==> src/rtl/io_pkg.sv <==
// MMIO I/O controller shared definitions: region nibble, register offsets,
// and the decoded-access record used by the top level.
// Latency: n/a (constants and a pure combinational helper only).
// Backpressure: n/a.
package io_pkg;

  localparam logic [3:0] REGION      = 4'h8;

  localparam logic [7:0] OFF_TX_STAT = 8'h00;
  localparam logic [7:0] OFF_RX_STAT = 8'h04;
  localparam logic [7:0] OFF_TX_DATA = 8'h08;
  localparam logic [7:0] OFF_RX_DATA = 8'h0C;
  localparam logic [7:0] OFF_CYC     = 8'h10;
  localparam logic [7:0] OFF_INS     = 8'h14;
  localparam logic [7:0] OFF_CNT_CLR = 8'h18;
  localparam logic [7:0] OFF_STATUS  = 8'h1C;

  // One decoded CPU access for the current cycle
  typedef struct packed {
    logic       wr;
    logic       rd;
    logic [7:0] off;
  } io_acc_t;

  // A store wins over a load; nothing happens off-region or while stalled.
  function automatic io_acc_t decode_acc(input logic [31:0] addr,
                                         input logic we, input logic re,
                                         input logic stall);
    io_acc_t a;
    logic    ok;
    ok    = (addr[31:28] == REGION) && !stall;
    a.wr  = ok && we;
    a.rd  = ok && re && !we;
    a.off = addr[7:0];
    return a;
  endfunction

endpackage

==> src/rtl/sync_fifo.sv <==
// Synchronous FIFO, no bypass: a pushed entry is visible at the head one cycle later.
// Latency: 1 cycle push-to-head. Full/empty/count come straight from registered pointers.
// Backpressure: push ignored when full, pop ignored when empty.
// Ports: clk, rst_n (sync, active-low) | push, push_data | pop, pop_data (head) |
//        full, empty, count (entries held, log2(DEPTH)+1 bits).
module sync_fifo #(
  parameter int WIDTH = 8,
  parameter int DEPTH = 8
) (
  input  logic                     clk,
  input  logic                     rst_n,
  input  logic                     push,
  input  logic [WIDTH-1:0]         push_data,
  input  logic                     pop,
  output logic [WIDTH-1:0]         pop_data,
  output logic                     full,
  output logic                     empty,
  output logic [$clog2(DEPTH):0]   count
);

  localparam int         AW  = $clog2(DEPTH);
  localparam logic [AW:0] ONE = (AW+1)'(1);

  logic [WIDTH-1:0] mem [DEPTH];
  logic [AW:0]      wptr;
  logic [AW:0]      rptr;
  logic             do_push;
  logic             do_pop;

  // Extra pointer MSB distinguishes full from empty when the index bits match
  assign empty    = (wptr == rptr);
  assign full     = (wptr[AW] != rptr[AW]) && (wptr[AW-1:0] == rptr[AW-1:0]);
  assign count    = wptr - rptr;
  assign pop_data = mem[rptr[AW-1:0]];

  assign do_push  = push && !full;
  assign do_pop   = pop && !empty;

  always_ff @(posedge clk) begin
    if (!rst_n) begin
      wptr <= '0;
      rptr <= '0;
    end else begin
      if (do_push) wptr <= wptr + ONE;
      if (do_pop)  rptr <= rptr + ONE;
    end
  end

  // Storage is not reset; stale entries are unreachable once pointers clear
  always_ff @(posedge clk) begin
    if (do_push) mem[wptr[AW-1:0]] <= push_data;
  end

endmodule

==> src/rtl/mmio_io_ctrl.sv <==
// Memory-mapped UART/counter block on the CPU data port: TX/RX FIFOs, cycle and
// retired-instruction counters, sticky overflow flags. Load data is registered (1 cycle).
// Backpressure: tx_valid/tx_ready and rx_valid/rx_ready handshakes; stall freezes CPU-side effects.
// Ports: clk, rst_n (sync, active-low) | stall, addr, wdata, we, re, retire from the pipeline |
//        rdata to stage Z | tx_data/tx_valid/tx_ready and rx_data/rx_valid/rx_ready to the UART.
module mmio_io_ctrl
  import io_pkg::*;
#(
  parameter int TX_DEPTH = 8,
  parameter int RX_DEPTH = 8,
  parameter int DATA_W   = 8,
  parameter int CNT_W    = 32
) (
  input  logic              clk,
  input  logic              rst_n,
  input  logic              stall,
  input  logic [31:0]       addr,
  input  logic [31:0]       wdata,
  input  logic              we,
  input  logic              re,
  input  logic              retire,
  output logic [31:0]       rdata,
  output logic [DATA_W-1:0] tx_data,
  output logic              tx_valid,
  input  logic              tx_ready,
  input  logic [DATA_W-1:0] rx_data,
  input  logic              rx_valid,
  output logic              rx_ready
);

  localparam int TX_CW = $clog2(TX_DEPTH) + 1;
  localparam int RX_CW = $clog2(RX_DEPTH) + 1;
  localparam logic [CNT_W-1:0] CNT_ONE = CNT_W'(1);

  io_acc_t           acc;
  logic              tx_push_req;
  logic              tx_full;
  logic              tx_empty;
  logic [TX_CW-1:0]  tx_cnt;
  logic              rx_pop_req;
  logic              rx_push;
  logic              rx_full;
  logic              rx_empty;
  logic [RX_CW-1:0]  rx_cnt;
  logic [DATA_W-1:0] rx_head;
  logic              cnt_clr;
  logic              flag_clr;
  logic [CNT_W-1:0]  cyc_cnt;
  logic [CNT_W-1:0]  ins_cnt;
  logic              tx_ovf;
  logic              rx_ovf;
  logic [31:0]       rd_mux;

  // Address bits above the offset inside the region and high store-data bits are don't-care
  logic unused_bits;
  assign unused_bits = ^{addr[27:8], wdata[31:DATA_W]};

  assign acc         = decode_acc(addr, we, re, stall);
  assign tx_push_req = acc.wr && (acc.off == OFF_TX_DATA);
  assign rx_pop_req  = acc.rd && (acc.off == OFF_RX_DATA);
  assign cnt_clr     = acc.wr && (acc.off == OFF_CNT_CLR);
  assign flag_clr    = acc.wr && (acc.off == OFF_STATUS);

  assign tx_valid    = !tx_empty;
  // Held low during reset so the UART cannot hand over a byte that would be discarded
  assign rx_ready    = rst_n && !rx_full;
  assign rx_push     = rx_valid && rx_ready;

  sync_fifo #(.WIDTH(DATA_W), .DEPTH(TX_DEPTH)) u_tx_fifo (
    .clk       (clk),
    .rst_n     (rst_n),
    .push      (tx_push_req),
    .push_data (wdata[DATA_W-1:0]),
    .pop       (tx_valid && tx_ready),
    .pop_data  (tx_data),
    .full      (tx_full),
    .empty     (tx_empty),
    .count     (tx_cnt)
  );

  sync_fifo #(.WIDTH(DATA_W), .DEPTH(RX_DEPTH)) u_rx_fifo (
    .clk       (clk),
    .rst_n     (rst_n),
    .push      (rx_push),
    .push_data (rx_data),
    .pop       (rx_pop_req),
    .pop_data  (rx_head),
    .full      (rx_full),
    .empty     (rx_empty),
    .count     (rx_cnt)
  );

  always_comb begin
    rd_mux = '0;
    case (acc.off)
      OFF_TX_STAT: rd_mux = {31'b0, !tx_full};
      OFF_RX_STAT: rd_mux = {31'b0, !rx_empty};
      OFF_RX_DATA: rd_mux = rx_empty ? 32'b0 : 32'(rx_head);
      OFF_CYC:     rd_mux = 32'(cyc_cnt);
      OFF_INS:     rd_mux = 32'(ins_cnt);
      OFF_STATUS:  rd_mux = {8'b0, 8'(tx_cnt), 8'(rx_cnt), 6'b0, rx_ovf, tx_ovf};
      default:     rd_mux = '0;
    endcase
  end

  always_ff @(posedge clk) begin
    if (!rst_n) begin
      rdata   <= '0;
      cyc_cnt <= '0;
      ins_cnt <= '0;
      tx_ovf  <= 1'b0;
      rx_ovf  <= 1'b0;
    end else begin
      if (acc.rd) rdata <= rd_mux;

      // Clear beats a coincident increment
      if (cnt_clr) begin
        cyc_cnt <= '0;
        ins_cnt <= '0;
      end else begin
        cyc_cnt <= cyc_cnt + CNT_ONE;
        if (retire && !stall) ins_cnt <= ins_cnt + CNT_ONE;
      end

      if (flag_clr) begin
        tx_ovf <= 1'b0;
        rx_ovf <= 1'b0;
      end else begin
        if (tx_push_req && tx_full)  tx_ovf <= 1'b1;
        if (rx_pop_req  && rx_empty) rx_ovf <= 1'b1;
      end
    end
  end

endmodule

==> config.mk <==
export PLATFORM = sky130hd
export DESIGN_NAME = mmio_io_ctrl
export DESIGN_NICKNAME = d
export VERILOG_FILES = /design/src/rtl/io_pkg.sv /design/src/rtl/sync_fifo.sv /design/src/rtl/mmio_io_ctrl.sv
export SDC_FILE = /design/constraint.sdc
export NUM_CORES = 1
export LEC_CHECK = 0
export CORE_ASPECT_RATIO = 1.2
export CORE_UTILIZATION = 24
export DETAILED_ROUTE_END_ITERATION = 12
export PLACE_DENSITY = 0.48
export SLEW_MARGIN = 0
export SYNTH_ARGS = -nofsm -noshare
export SYNTH_HDL_FRONTEND = slang
export SYNTH_HIERARCHICAL = 1
export SYNTH_SLANG_ARGS = --single-unit
==> constraint.sdc <==
create_clock -name clk -period 10.4 [get_ports clk]
set_clock_uncertainty 0.05 [all_clocks]
set_input_delay 2.08 -clock clk [delete_from_list [all_inputs] [get_ports clk]]
set_output_delay 2.08 -clock clk [all_outputs]
set_load 0.01 [all_outputs]
After elaboration in Yosys (flattened, before gate mapping)
Memories as Yosys holds them, arrays and structs flattened. A register that Yosys moved wholly into a read port is not among the register bits.
Index checks and enable logic that the tools add are counted.

word-level totals
  bits in registers = 114
  RAM bits = 128
  input bits = 80
  output and inout port bits = 42
  word-level logic and storage cells = 73
  memories kept = 2

memory list
  memory         words  bits a word  read ports  clocked after Yosys merged registers in  wr ports  line             source
  u_rx_fifo.mem  8      8            1           1                                        1         sync_fifo.sv:24  logic [WIDTH-1:0] mem [DEPTH];
  u_tx_fifo.mem  8      8            1           1                                        1         sync_fifo.sv:24

operators by class
  add/sub/neg operators = 8
  equality and inequality tests = 14
  mux-type cells = 10
  bitwise gates (word level) = 1
  reductions and logical operators = 29

operator list
  kind                                                  number
  case mux 32 bit (6 select lines)                      1
  adder 32 x 1 -> 32 bit (second input constant)        2
  equality test 8 x 5 -> 1 bit (second input constant)  4
  logical AND 1 bit                                     20
  adder 4 x 1 -> 4 bit (second input constant)          4
  equality test 8 x 4 -> 1 bit (second input constant)  2
  two-way mux 3 bit                                     4
  equality test 4 bit                                   2
  equality test 8 x 3 -> 1 bit (second input constant)  1
  logical NOT 8 bit                                     1
  two-way mux 8 bit                                     1
  subtractor 4 bit                                      2
  equality test 3 bit                                   2
  logical NOT 1 bit                                     6
  equality test 4 bit (second input constant)           1
  two-way mux 1 bit                                     4
  OR reduction 2 bit                                    2
  != test 1 bit                                         2
  inverter 1 bit                                        1

Longest topological paths before layout
  word-level depth = 8
  depth in mapped cells = 11
  depth with buffers taken out = 10

Hierarchy
The synthesis kept the hierarchy.

by module, submodules not included
  module        times used  cells each  area an instance (um^2)  seq. area each (um^2)
  sync_fifo     2           170         3126.7                   2142.1
  mmio_io_ctrl  1           577         4894.7                   1961.9

Worst setup path after synthesis
Ideal clock, no wire load.

  path type = input-to-reg
  start point = input addr[28]
  end point = memory u_tx_fifo.mem[2][0] (enable)
  library setup time = 383 ps
  arrival = 4654 ps
  data required time = 9967 ps
  setup slack = 5313 ps
  cell stages on the path = 6
  buffers on the path = 0
  cells stage by stage = or4b_4 or3b_2 nor4_1 o21ai_2 or2_2 nor3_1

between the ends
  longest elaborated chain between the ends = 7

ends and longest elaborated chain
  what                                     line                source
  from (decl)                              mmio_io_ctrl.sv:17  input logic [31:0] addr,
  equality test 4 bit                      io_pkg.sv:31        ok = (addr[31:28] == REGION) && !stall;
  logical AND 1 bit                        io_pkg.sv:31
  logical AND 1 bit                        io_pkg.sv:32        a.wr = ok && we;
  logical AND 1 bit                        mmio_io_ctrl.sv:59  assign tx_push_req = acc.wr && (acc.off == OFF_TX_DATA);
  net tx_push_req                          mmio_io_ctrl.sv:36  logic tx_push_req;
  logical AND 1 bit                        sync_fifo.sv:36     assign do_push = push && !full;
  two-way mux 1 bit                        sync_fifo.sv:51     if (do_push) mem[wptr[AW-1:0]] <= push_data;
  two-way mux 1 bit (not written as such)  sync_fifo.sv:51
  to (decl)                                sync_fifo.sv:24

The timed path passes the listed nets, and every way through them passes these cells.

Worst setup path after layout
  start point = input stall
  end point = memory u_tx_fifo.mem[6][6] (enable)

between the ends
  longest elaborated chain between the ends = 7

ends and longest elaborated chain
  what                                     line                source
  from (decl)                              mmio_io_ctrl.sv:16  input logic stall,
  logical NOT 1 bit                        io_pkg.sv:31
  logical AND 1 bit                        io_pkg.sv:31
  logical AND 1 bit                        io_pkg.sv:32
  logical AND 1 bit                        mmio_io_ctrl.sv:59
  net tx_push_req                          mmio_io_ctrl.sv:36
  logical AND 1 bit                        sync_fifo.sv:36
  two-way mux 1 bit                        sync_fifo.sv:51
  two-way mux 1 bit (not written as such)  sync_fifo.sv:51

The timed path passes the listed nets, and every way through them passes these cells.

==> results.cfg <==
[global_routing]
antenna_found_initial = 0
grt_pass1_vias = 7340
grt_start_max_net_pins = 56
grt_pass1_wl_mm = 43.3
grt_overflow_total = 0
grtUsageTotal_pct = 11.7

[synthesis]
synth_area_leaders = edfxtp_1 34%, dfxtp_1 22%, mux4_1 7.1%
synthCells = 917
synth-edff-count = 128
synthArstFlopShare_pct = 0
yosysTopAreaCellShare_pct = 34.5
syn_nets = 1011
ys.flop_type = edfxtp_1
synth_warnings = 6
ys_types = 59
yosysMostFrequentCell = edfxtp_1
synth.avg_cell_area_um2 = 12.2
synth_top_area_cell = edfxtp_1
synth_common_cells = 128 x edfxtp_1, 120 x dfxtp_1, 59 x nand2_1
synth-seq-cells = 248
ys_seq_area_share_pct = 56.0
synthesis.area_um2 = 11100

[cts]
numCtsBuffers = 28
cts.sinks = 248
path_clk_slew_ns = 0.06
cts_max_level = 1
ctsHoldBuffers = 0
cts_tree = yes
root_buffer = clkbuf_16
clock_path_buffers = 3
insertion_delay_ns = 0.55
cts_resized = 0
cts_setup_buffers = 0

[final_layout]
antenna_cells = 0
seqCellArea_um2 = 6250
drive_gt1_share_pct = 10.1
nets = 1075
multi_input_area_um2 = 4580
area_growth_pct = 20.6
fillers = 4784
utilization_pct = 29.3

[floorplanning]
die_area_um2 = 47300
io_pins = 122
core_um2 = 45800
start_util_pct = 24.3
row_count = 86
die_h_um = 238
die_w_um = 199

[routing]
first_iter_violations = 430
drt_first_pass_iters = 5
ant_nets = 0
routed_wl_mm = 27.8
wl_per_cell_um = 17.2
drcViolationCount = 0
num_vias = 7547
viasPerCell = 4.66

[placed_design]
gp_congestion = 0.754
pre_cts_ws_ns = 4.09
portBuffers = 77
dp.final_hpwl_mm = 18.8

[power_and_ir_drop]
p_total_mw = 2.05
static-leakage-power_nw = 4.23
power_density_nw_per_um2 = 152
peakVddDrop_mv = 0.112

[timing]
holdWs_ns = 0.399
worst_pin_slew_ns = 1.06
setup_violations = 0
post-route-period-util_pct = 54.9
worst_slack_ns = 4.70
hold_viol_final = 0
max-slew-margin-rel_pct = 29.3
rsz0062_at_grt = no
max_freq_mhz = 175
final_max_slew_viol_count = 0
tns_ns = 0
layout_min_cycle_time_ns = 5.70

[worst_setup_path]
cp-start-kind = input pin
worstPathRequired_ns = 10.52
endpoint_kind = register
crit_type = in -> reg
regToRegSetupSlack_ns = 6.84
cp.arrival_ns = 5.82
cp_max_fo = 8

[job]
cap_violations = 0

[outcome]
run_status = finished clean

[worst_hold_path]
hp-class = reg -> reg
[where the power goes]
part           total (mW)  leakage [nW]  switching [mW]  internal [mW]
sequential           1.04          2.12         0.00418           1.03
combinational      0.0606          1.68          0.0357         0.0249
clock               0.951         0.427           0.404          0.546
total                2.05          4.23           0.444           1.60
[registers in the layout, indices dropped and copies added (netlist names), 4 cells and up, named ones only]
| register | cells |
|---|---|
| u_rx_fifo/mem | 64 |
| u_rx_fifo/wptr | 4 |
| u_tx_fifo/rptr | 4 |
| u_tx_fifo/mem | 64 |
| ins_cnt | 32 |
| cyc_cnt | 32 |
| rdata | 32 |
| u_rx_fifo/rptr | 4 |
| u_tx_fifo/wptr | 4 |
[cells in the final DEF (no fill, tap or decap), types with 5 or more instances in the layout]
cell	n
clkdlybuf4s50_1	76
o31ai_1	32
or3_1	25
mux4_1	30
mux2i_1	15
mux2_2	18
a22oi_1	16
edfxtp_1	128
xor2_1	14
and3_1	13
nand2_1	58
nor2_1	39
and2_1	20
a211o_1	6
nand4_1	20
nand2b_1	5
clkbuf_1	6
a21boi_1	8
clkbuf_16	28
xnor2_1	26
nor3_2	6
nor3_1	17
buf_4	13
inv_1	26
dfxtp_1	120
nor4_1	7
o211ai_1	6
o21ai_0	22
or4_1	35
a21boi_0	8
a22o_1	9
nand3_1	27
clkinv_2	7
a21oi_1	45
ha_1	12
and4_1	8
[routing by layer]
layer	track usage [%]	vias to the layer above	wire [um]
met5	0	-	0
met4	2.35	0	433
met3	1.92	29	1160
met2	19.3	141	13000
met1	16.0	3713	13300
li1	-	3664	-
[critical path, cell delays in order]
cell and delay, ns:
clkdlybuf4s50_1 0.51, or4b_4 0.57, or3b_2 0.50, nor4_1 0.77
o21ai_2 0.30, or2_2 0.39, nor2_1 0.70
[final cells by class]
type	instances	share of cell area [%]
well taps	616	5.73
repair buffers	90	6.42
clock buffers	34	5.38
clock inverters	18	1.18
inverters	26	0.726
flip-flops and latches	248	46.5
multi-input cells	587	34.1
[metrics by stage]
step                cells  area (um2)
floorplan             917       11100
global placement     1567       12600
detailed placement   1567       12600
CTS                  1619       13400
global route         1619       13400
finish               1619       13400
[cells by family (layout without fill, tap and decap cells)]
family,Yosys count,in the layout,share of synthesized area [%]
xor+xnor,42,42,3.43
fa+ha+maj,14,14,1.71
simple gates,301,301,15.1
mux,65,65,10.6
flops,248,248,56.0
buf+inv,82,168,3.29
compound gates,165,165,9.83
[worst paths after layout]
path / to / cells past startpoint / start
max: u_tx_fifo/mem[6][6] / 7 / stall
min: rdata[30] / 2 / rdata[30]
max reg2reg: u_rx_fifo/mem[5][1] / 9 / u_rx_fifo/wptr[0]
min reg2reg: rdata[30] / 2 / rdata[30]
(Power assumes the default switching activity.)
